File: src/rtl/bits_bank_search_pkg.sv
// Shared types and width helpers for the bits bank search/lock controller.
package bits_bank_search_pkg;

  // Controller states.
  typedef enum logic [2:0] {
    ST_IDLE   = 3'd0,
    ST_WAIT   = 3'd1,
    ST_SCAN   = 3'd2,
    ST_DECIDE = 3'd3,
    ST_LOCKED = 3'd4
  } state_t;

  // Field positions inside corr_dat = {s4, s3, s2, s1}, each CORR_WIDTH bits.
  localparam int FIELD_S2 = 1;
  localparam int FIELD_S3 = 2;

  // Width of one correlator sum: it can reach LENGTH itself.
  function automatic int corr_width(input int length);
    return $clog2(length + 1);
  endfunction

  // Width of the bank select.
  function automatic int bank_width(input int banks);
    return (banks > 1) ? $clog2(banks) : 1;
  endfunction

  // Width of the saturating sample counter.
  function automatic int count_width(input int max_samples);
    return $clog2(max_samples + 1);
  endfunction

endpackage

File: src/rtl/bits_bank_search_if.sv
// Control, correlator and status signals between the bank search block and its neighbours.
interface bits_bank_search_if #(
  parameter int LENGTH = 64,
  parameter int BANKS  = 16
);
  import bits_bank_search_pkg::*;

  localparam int CW = corr_width(LENGTH);
  localparam int BW = bank_width(BANKS);

  logic            i_start;
  logic            i_abort;
  logic [CW-1:0]   i_threshold;
  logic            i_in_vld;
  logic            i_corr_vld;
  logic [4*CW-1:0] i_corr_dat;
  logic [BW-1:0]   o_frequency_bank;
  logic            o_busy;
  logic            o_locked;
  logic [BW-1:0]   o_lock_bank;
  logic            o_lock_inv;
  logic [CW-1:0]   o_lock_score;
  logic            o_det_pulse;
  logic            o_timeout_pulse;
  logic            o_overrun;

  // Search controller side.
  modport slave (
    input  i_start, i_abort, i_threshold, i_in_vld, i_corr_vld, i_corr_dat,
    output o_frequency_bank, o_busy, o_locked, o_lock_bank, o_lock_inv,
           o_lock_score, o_det_pulse, o_timeout_pulse, o_overrun
  );

  // Driver side (correlator / control software model).
  modport master (
    output i_start, i_abort, i_threshold, i_in_vld, i_corr_vld, i_corr_dat,
    input  o_frequency_bank, o_busy, o_locked, o_lock_bank, o_lock_inv,
           o_lock_score, o_det_pulse, o_timeout_pulse, o_overrun
  );

endinterface

File: src/rtl/bits_bank_search_score.sv
// Combinational bank score: the plain pattern sum s2, or the inverted sum s3 when it is
// strictly larger and inverted patterns are allowed.
module bits_bank_search_score
  import bits_bank_search_pkg::*;
#(
  parameter int CW        = 7,
  parameter int ALLOW_INV = 1
) (
  input  logic [4*CW-1:0] i_corr_dat,
  output logic [CW-1:0]   o_score,
  output logic            o_inv
);

  logic [CW-1:0] w_s2;
  logic [CW-1:0] w_s3;
  logic          w_s3_wins;

  assign w_s2      = i_corr_dat[FIELD_S2*CW +: CW];
  assign w_s3      = i_corr_dat[FIELD_S3*CW +: CW];
  // Equal sums favour the non-inverted pattern.
  assign w_s3_wins = (ALLOW_INV != 0) && (w_s3 > w_s2);
  assign o_score   = w_s3_wins ? w_s3 : w_s2;
  assign o_inv     = w_s3_wins;

endmodule

File: src/rtl/bits_bank_search.sv
// Bank search/lock controller: sweeps the correlator bank select once per correlator
// output, keeps the best-scoring bank and locks it when the score reaches the threshold.
module bits_bank_search
  import bits_bank_search_pkg::*;
#(
  parameter int LENGTH      = 64,
  parameter int BANKS       = 16,
  parameter int ALLOW_INV   = 1,
  parameter int MAX_SAMPLES = 1024
) (
  input logic               clk,
  input logic               rst,
  bits_bank_search_if.slave bus
);

  localparam int CW = corr_width(LENGTH);
  localparam int BW = bank_width(BANKS);
  localparam int NW = count_width(MAX_SAMPLES);
  localparam logic [BW-1:0] LAST_BANK = BW'(BANKS - 1);
  localparam logic [NW-1:0] MAX_COUNT = NW'(MAX_SAMPLES);

  state_t        r_state;
  state_t        w_state_nxt;

  logic [BW-1:0] r_bank;
  logic [BW-1:0] w_bank_nxt;
  logic [CW-1:0] r_threshold;
  logic [NW-1:0] r_count;
  logic [NW-1:0] w_count_inc;
  logic [CW-1:0] r_best_score;
  logic [BW-1:0] r_best_bank;
  logic          r_best_inv;
  logic [BW-1:0] r_lock_bank;
  logic          r_lock_inv;
  logic [CW-1:0] r_lock_score;
  logic          r_det_pulse;
  logic          r_timeout_pulse;
  logic          r_overrun;

  logic [CW-1:0] w_score;
  logic          w_inv;
  logic          w_arm;
  logic          w_clr_best;
  logic          w_take_best;
  logic          w_overrun_set;
  logic          w_lock;
  logic          w_fail;
  logic          w_timeout;

  bits_bank_search_score #(
    .CW        (CW),
    .ALLOW_INV (ALLOW_INV)
  ) u_score (
    .i_corr_dat (bus.i_corr_dat),
    .o_score    (w_score),
    .o_inv      (w_inv)
  );

  // The counter saturates so it can never wrap back to a small value.
  assign w_count_inc = (r_count == MAX_COUNT) ? r_count : r_count + NW'(1);

  // State register.
  always_ff @(posedge clk) begin
    // NOTE: non-blocking assignments so every register samples pre-edge values.
    if (rst) r_state <= ST_IDLE;
    else     r_state <= w_state_nxt;
  end

  // Next state and the one-cycle control strobes for the datapath.
  always_comb begin
    // NOTE: every signal gets a default first so no path leaves one unassigned (no latch).
    w_state_nxt   = r_state;
    w_bank_nxt    = r_bank;
    w_arm         = 1'b0;
    w_clr_best    = 1'b0;
    w_take_best   = 1'b0;
    w_overrun_set = 1'b0;
    w_lock        = 1'b0;
    w_fail        = 1'b0;
    w_timeout     = 1'b0;

    unique case (r_state)
      ST_IDLE: begin
        if (bus.i_start) begin
          w_state_nxt = ST_WAIT;
          w_arm       = 1'b1;
          w_bank_nxt  = '0;
        end
      end
      ST_WAIT: begin
        w_clr_best = 1'b1;
        if (bus.i_corr_vld) begin
          w_state_nxt = ST_SCAN;
          w_bank_nxt  = '0;
        end
      end
      ST_SCAN: begin
        if (bus.i_in_vld) begin
          // The shift register moved mid-sweep: the partial best is meaningless.
          w_overrun_set = 1'b1;
          w_state_nxt   = ST_WAIT;
          w_bank_nxt    = '0;
        end else begin
          w_take_best = (w_score > r_best_score);
          if (r_bank == LAST_BANK) w_state_nxt = ST_DECIDE;
          else                     w_bank_nxt  = r_bank + BW'(1);
        end
      end
      ST_DECIDE: begin
        if (r_best_score >= r_threshold) begin
          w_lock      = 1'b1;
          w_state_nxt = ST_LOCKED;
          w_bank_nxt  = r_best_bank;
        end else begin
          w_fail     = 1'b1;
          w_bank_nxt = '0;
          if (w_count_inc == MAX_COUNT) begin
            w_timeout   = 1'b1;
            w_state_nxt = ST_IDLE;
          end else begin
            w_state_nxt = ST_WAIT;
          end
        end
      end
      ST_LOCKED: begin
        if (bus.i_start) begin
          w_state_nxt = ST_WAIT;
          w_arm       = 1'b1;
          w_bank_nxt  = '0;
        end
      end
      default: begin
        w_state_nxt = ST_IDLE;
        w_bank_nxt  = '0;
      end
    endcase

    // Abort overrides everything, including a lock or timeout decided this cycle.
    if (bus.i_abort) begin
      w_state_nxt   = ST_IDLE;
      w_bank_nxt    = '0;
      w_arm         = 1'b0;
      w_take_best   = 1'b0;
      w_overrun_set = 1'b0;
      w_lock        = 1'b0;
      w_fail        = 1'b0;
      w_timeout     = 1'b0;
    end
  end

  // Bank select, best candidate, sample counter, lock capture and status registers.
  always_ff @(posedge clk) begin
    if (rst) begin
      r_bank          <= '0;
      r_threshold     <= '0;
      r_count         <= '0;
      r_best_score    <= '0;
      r_best_bank     <= '0;
      r_best_inv      <= 1'b0;
      r_lock_bank     <= '0;
      r_lock_inv      <= 1'b0;
      r_lock_score    <= '0;
      r_det_pulse     <= 1'b0;
      r_timeout_pulse <= 1'b0;
      r_overrun       <= 1'b0;
    end else begin
      r_bank          <= w_bank_nxt;
      r_det_pulse     <= w_lock;
      r_timeout_pulse <= w_timeout;

      if (w_arm) begin
        r_threshold <= bus.i_threshold;
        r_count     <= '0;
      end else if (w_fail) begin
        r_count <= w_count_inc;
      end

      if (w_arm)              r_overrun <= 1'b0;
      else if (w_overrun_set) r_overrun <= 1'b1;

      if (w_clr_best) begin
        r_best_score <= '0;
        r_best_bank  <= '0;
        r_best_inv   <= 1'b0;
      end else if (w_take_best) begin
        r_best_score <= w_score;
        r_best_bank  <= r_bank;
        r_best_inv   <= w_inv;
      end

      if (w_lock) begin
        r_lock_bank  <= r_best_bank;
        r_lock_inv   <= r_best_inv;
        r_lock_score <= r_best_score;
      end
    end
  end

  assign bus.o_frequency_bank = r_bank;
  assign bus.o_busy           = (r_state == ST_WAIT) || (r_state == ST_SCAN) ||
                                (r_state == ST_DECIDE);
  assign bus.o_locked         = (r_state == ST_LOCKED);
  assign bus.o_lock_bank      = r_lock_bank;
  assign bus.o_lock_inv       = r_lock_inv;
  assign bus.o_lock_score     = r_lock_score;
  assign bus.o_det_pulse      = r_det_pulse;
  assign bus.o_timeout_pulse  = r_timeout_pulse;
  assign bus.o_overrun        = r_overrun;

endmodule
File: src/flat_wrapper.sv
// flat-port wrapper written by rule: the top's interface ports become plain ports
module bits_bank_search_flat import bits_bank_search_pkg::*;
#(
  parameter int LENGTH      = 64,
  parameter int BANKS       = 16,
  parameter int ALLOW_INV   = 1,
  parameter int MAX_SAMPLES = 1024
)
  (clk, rst, bus_i_start, bus_i_abort, bus_i_threshold, bus_i_in_vld, bus_i_corr_vld, bus_i_corr_dat, bus_o_frequency_bank, bus_o_busy, bus_o_locked, bus_o_lock_bank, bus_o_lock_inv, bus_o_lock_score, bus_o_det_pulse, bus_o_timeout_pulse, bus_o_overrun);
  bits_bank_search_if #(.LENGTH(LENGTH), .BANKS(BANKS)) bus_i ();
  input logic clk;
  input logic rst;
  input wire logic [$bits(bus_i.i_start)-1:0] bus_i_start;
  input wire logic [$bits(bus_i.i_abort)-1:0] bus_i_abort;
  input wire logic [$bits(bus_i.i_threshold)-1:0] bus_i_threshold;
  input wire logic [$bits(bus_i.i_in_vld)-1:0] bus_i_in_vld;
  input wire logic [$bits(bus_i.i_corr_vld)-1:0] bus_i_corr_vld;
  input wire logic [$bits(bus_i.i_corr_dat)-1:0] bus_i_corr_dat;
  output wire logic [$bits(bus_i.o_frequency_bank)-1:0] bus_o_frequency_bank;
  output wire logic [$bits(bus_i.o_busy)-1:0] bus_o_busy;
  output wire logic [$bits(bus_i.o_locked)-1:0] bus_o_locked;
  output wire logic [$bits(bus_i.o_lock_bank)-1:0] bus_o_lock_bank;
  output wire logic [$bits(bus_i.o_lock_inv)-1:0] bus_o_lock_inv;
  output wire logic [$bits(bus_i.o_lock_score)-1:0] bus_o_lock_score;
  output wire logic [$bits(bus_i.o_det_pulse)-1:0] bus_o_det_pulse;
  output wire logic [$bits(bus_i.o_timeout_pulse)-1:0] bus_o_timeout_pulse;
  output wire logic [$bits(bus_i.o_overrun)-1:0] bus_o_overrun;
  assign bus_i.i_start = bus_i_start;
  assign bus_i.i_abort = bus_i_abort;
  assign bus_i.i_threshold = bus_i_threshold;
  assign bus_i.i_in_vld = bus_i_in_vld;
  assign bus_i.i_corr_vld = bus_i_corr_vld;
  assign bus_i.i_corr_dat = bus_i_corr_dat;
  assign bus_o_frequency_bank = bus_i.o_frequency_bank;
  assign bus_o_busy = bus_i.o_busy;
  assign bus_o_locked = bus_i.o_locked;
  assign bus_o_lock_bank = bus_i.o_lock_bank;
  assign bus_o_lock_inv = bus_i.o_lock_inv;
  assign bus_o_lock_score = bus_i.o_lock_score;
  assign bus_o_det_pulse = bus_i.o_det_pulse;
  assign bus_o_timeout_pulse = bus_i.o_timeout_pulse;
  assign bus_o_overrun = bus_i.o_overrun;
  bits_bank_search #(.LENGTH(LENGTH), .BANKS(BANKS), .ALLOW_INV(ALLOW_INV), .MAX_SAMPLES(MAX_SAMPLES)) u_core (.clk(clk), .rst(rst), .bus(bus_i));
endmodule
File: config.mk
export PLATFORM = sky130hd
export DESIGN_NAME = bits_bank_search_flat
export DESIGN_NICKNAME = d
export VERILOG_FILES = /design/src/rtl/bits_bank_search_pkg.sv /design/src/rtl/bits_bank_search_if.sv /design/src/rtl/bits_bank_search_score.sv /design/src/rtl/bits_bank_search.sv /design/src/flat_wrapper.sv
export SDC_FILE = /design/constraint.sdc
export NUM_CORES = 1
export LEC_CHECK = 0
export ABC_AREA = 1
export CORE_MARGIN = 5
export CORE_UTILIZATION = 55
export CTS_CLUSTER_DIAMETER = 50
export CTS_CLUSTER_SIZE = 30
export DETAILED_ROUTE_END_ITERATION = 10
export MAX_ROUTING_LAYER = met4
export PLACE_DENSITY_LB_ADDON = 0.08
export SKIP_LAST_GASP = 1
export SLEW_MARGIN = 15
export SYNTH_ARGS = -nofsm -noshare
export SYNTH_HDL_FRONTEND = slang
export SYNTH_SLANG_ARGS = --single-unit
File: constraint.sdc
create_clock -name clk -period 5 [get_ports clk]
set_input_delay 1 -clock clk [delete_from_list [all_inputs] [get_ports clk]]
set_output_delay 1 -clock clk [all_outputs]
set_load 0.01 [all_outputs]
==> results.sh <==
export IMPL_fin_tns_setup_ns=0
export IMPL_clk_latency_ns=0.31
export IMPL_synth_seq_cells=52
export IMPL_gr_usage_met1=0.261
export IMPL_grt_pass1_wl_um=11500
export IMPL_fin_util=0.693
export IMPL_drtIter0Drc=197
export IMPL_maxCapViolations=0
export IMPL_p_per_area_mw_per_mm2=233
export IMPL_clock_sinks=52
export IMPL_critical_path_class="in2reg"
export IMPL_core_area_sq_mm=0.00514
export IMPL_regArea_sq_mm=0.00104
export IMPL_ioPinCount=62
export IMPL_slew_headroom=0.539
export IMPL_fp_dieH_um=83.0
export IMPL_wl_per_cell_um=12.2
export IMPL_grt_usage=0.199
export IMPL_htreeDepth=2
export IMPL_numCtsBuffers=5
export IMPL_remaining_drc_errors=0
export IMPL_period_minus_slack_ns=4.06
export IMPL_max_freq_ghz=0.246
export IMPL_ys_types=34
export IMPL_routed_wl_um=6490
export IMPL_clockRootBuffer="clkbuf_8"
export IMPL_cts_tree="yes"
export IMPL_period_share=0.812
export IMPL_most_common_layout_cells="86 x nand2_1, 57 x inv_1, 52 x dfxtp_1, 51 x a21oi_1, 47 x clkdlybuf4s50_1"
export IMPL_grt_util_met2=0.315
export IMPL_place_port_buffers=47
export IMPL_synth_top_area_share=0.355
export IMPL_status="completed"
export IMPL_num_rows=26
export IMPL_worstPathMaxFanout=16
export IMPL_place_congestion=0.852
export IMPL_synth_area_leader_cell="dfxtp_1"
export IMPL_cp_start_kind="input port"
export IMPL_rsz0062_at_grt="false"
export IMPL_antenna_left=0
export IMPL_syn_area_sq_mm=0.00293
export IMPL_ys_seq_area_frac=0.355
export IMPL_crit_chain="clkdlybuf4s50_1 -> inv_1 -> ha_1 -> a21oi_1 -> nor2_1 -> a211oi_1 -> nand2_1 -> o21ai_0 -> inv_1 -> ha_1 -> nand3_1 -> nor3_1 -> nor3_2 -> nand2_2 -> clkinv_2 -> o21ai_1 -> a21oi_1"
export IMPL_overflow=0
export IMPL_cts_setup_buffers=0
export IMPL_dpl_hpwl_um=5080
export IMPL_syn2layout_area_growth_pct=21.4
export IMPL_synth_nets=478
export IMPL_worstMarginPinSlew_ns=0.688
export IMPL_syn_inst=413
export IMPL_grt_pass1_vias=2571
export IMPL_p_leak_nw=1.50
export IMPL_final_hold_viol_count=0
export IMPL_first_pass_iters=4
export IMPL_fin_nets=525
export IMPL_setup_viol=0
export IMPL_synth_area_leaders="dfxtp_1 35%, nand2_1 11%, ha_1 10%"
export IMPL_die_w_um=83.0
export IMPL_worstPathRequired_ns=5.19
export IMPL_slew_viol_final=0
export IMPL_dp_cells=523
export IMPL_syn_avg_cell_area_sq_um=7.10
export IMPL_clk_pin_slew_ns=0.09
export IMPL_cts_hold_buf=0
export IMPL_grt_start_max_net_pins=21
export IMPL_crit_slowest_cell="clkdlybuf4s50_1"
export IMPL_top_usage_layer="met2"
export IMPL_antennaDiodeCount=0
export IMPL_multi_input_area_sq_mm=0.00161
export IMPL_total_power_mw=0.831
export IMPL_synth_warnings=0
export IMPL_cpPeakStageDelay_ns=0.48
export IMPL_viasPerCell=5.25
export IMPL_cts_buffer_depth=2
export IMPL_whs_ns=0.475
export IMPL_die_area_sq_mm=0.00689
export IMPL_vias=2787
export IMPL_drive_gt1_frac=0.0738
export IMPL_grt_util_met3=0.0297
export IMPL_hold_path_class="reg2reg"
export IMPL_ctsResizeCount=0
export IMPL_initial_core_util=0.571
export IMPL_fin_skew_ns=0.0137
export IMPL_fillCellCount=478
export IMPL_regToRegSetupSlack_ns=2.93
export IMPL_peakVddDrop_uv=129
export IMPL_final_common_cell="nand2_1"
export IMPL_worstPathArrival_ns=4.25
export IMPL_endpoint_kind="flop"
export IMPL_antenna_found_initial=0
export IMPL_fin_cells=531
==> per-stage QoR <==
stage	worst slack, ns	area (sq um)
after CTS	0.968	3560
after detailed placement	0.674	3450
after global placement	0.706	3450
after global routing	0.595	3560
final	0.939	3560
after floorplan	1.74	2930
==> synthesized netlist by cell type <==
library cell,number
a21oi_2,1
a211oi_1,1
nor2_4,2
o221ai_1,1
nand3_2,2
or2_4,1
a211oi_2,1
o21ai_2,1
nand3_1,14
a21oi_1,51
nor2_1,28
nor3_2,1
clkinv_2,1
xor2_1,4
o22ai_1,1
o21ai_0,39
o21a_1,2
clkbuf_1,2
o211ai_1,1
nand2_1,86
nand2_2,5
nor3b_1,1
o21ai_1,4
ha_1,24
nor3_1,5
dfxtp_1,52
buf_2,4
or2_1,1
inv_1,57
inv_2,3
buf_6,2
nand4_1,5
xnor2_1,3
nor2_2,7
==> kinds of logic after synthesis <==
| logic type | count (synthesis) | synth area share |
|---|---|---|
| adders and majority gates | 24 | 0.102 |
| xor gates and xnor gates | 7 | 0.0209 |
| AOI/OAI and AO/OA | 103 | 0.186 |
| DFF | 52 | 0.355 |
| buffers and inverters | 69 | 0.0956 |
| and+or+nand+nor | 158 | 0.240 |
==> registers in the layout, summed over array words and instances, names as in the netlist <==
signal                       cells
u_core.bus.o_lock_inv            1
u_core.r_state                   3
u_core.r_threshold               7
u_core.r_best_bank               4
u_core.bus.o_overrun             1
u_core.bus.o_det_pulse           1
u_core.r_best_score              7
u_core.bus.o_lock_score          7
u_core.r_count                  11
u_core.r_best_inv                1
u_core.bus.o_frequency_bank      4
u_core.bus.o_timeout_pulse       1
u_core.bus.o_lock_bank           4
==> critical path: cells and delay by family <==
kind	cells	cell delay, ns
buf+inv	4	0.86
simple gates	6	0.87
fa+ha+maj	2	0.65
compound gates	5	0.88
==> layout make-up <==
type	count	share of cell area
clock buffer	5	0.0193
clock inverter	3	0.0120
inverter	61	0.0647
multi-input combinational	292	0.453
sequential	52	0.292
tap	70	0.0246
timing repair buffer	48	0.134
==> routing by layer <==
layer / up-vias / share of wire
met5: - / 0
met4: 0 / 0.017
met3: 10 / 0.047
met2: 58 / 0.47
met1: 1271 / 0.47
li1: 1448 / -
==> where the power goes <==
part | leakage, nW | internal [mW] | switching [mW] | total (mW)
clock network | 0.0541 | 0.148 | 0.140 | 0.288
logic | 1.02 | 0.0516 | 0.0698 | 0.121
registers | 0.420 | 0.419 | 0.00216 | 0.421
total | 1.50 | 0.619 | 0.212 | 0.831
==> path summary, 6_finish.rpt <==
check / startpoint / to / cells after the start
worst min-delay path: u_core.bus.o_overrun / u_core.bus.o_overrun / 1
worst max register to register: u_core.r_best_score[2] / u_core.r_best_inv / 10
worst min register to register: u_core.bus.o_overrun / u_core.bus.o_overrun / 1
worst max-delay path: bus_i_corr_dat[11] / u_core.r_best_inv / 17
Note: power is estimated with default switching activity, not from simulation.
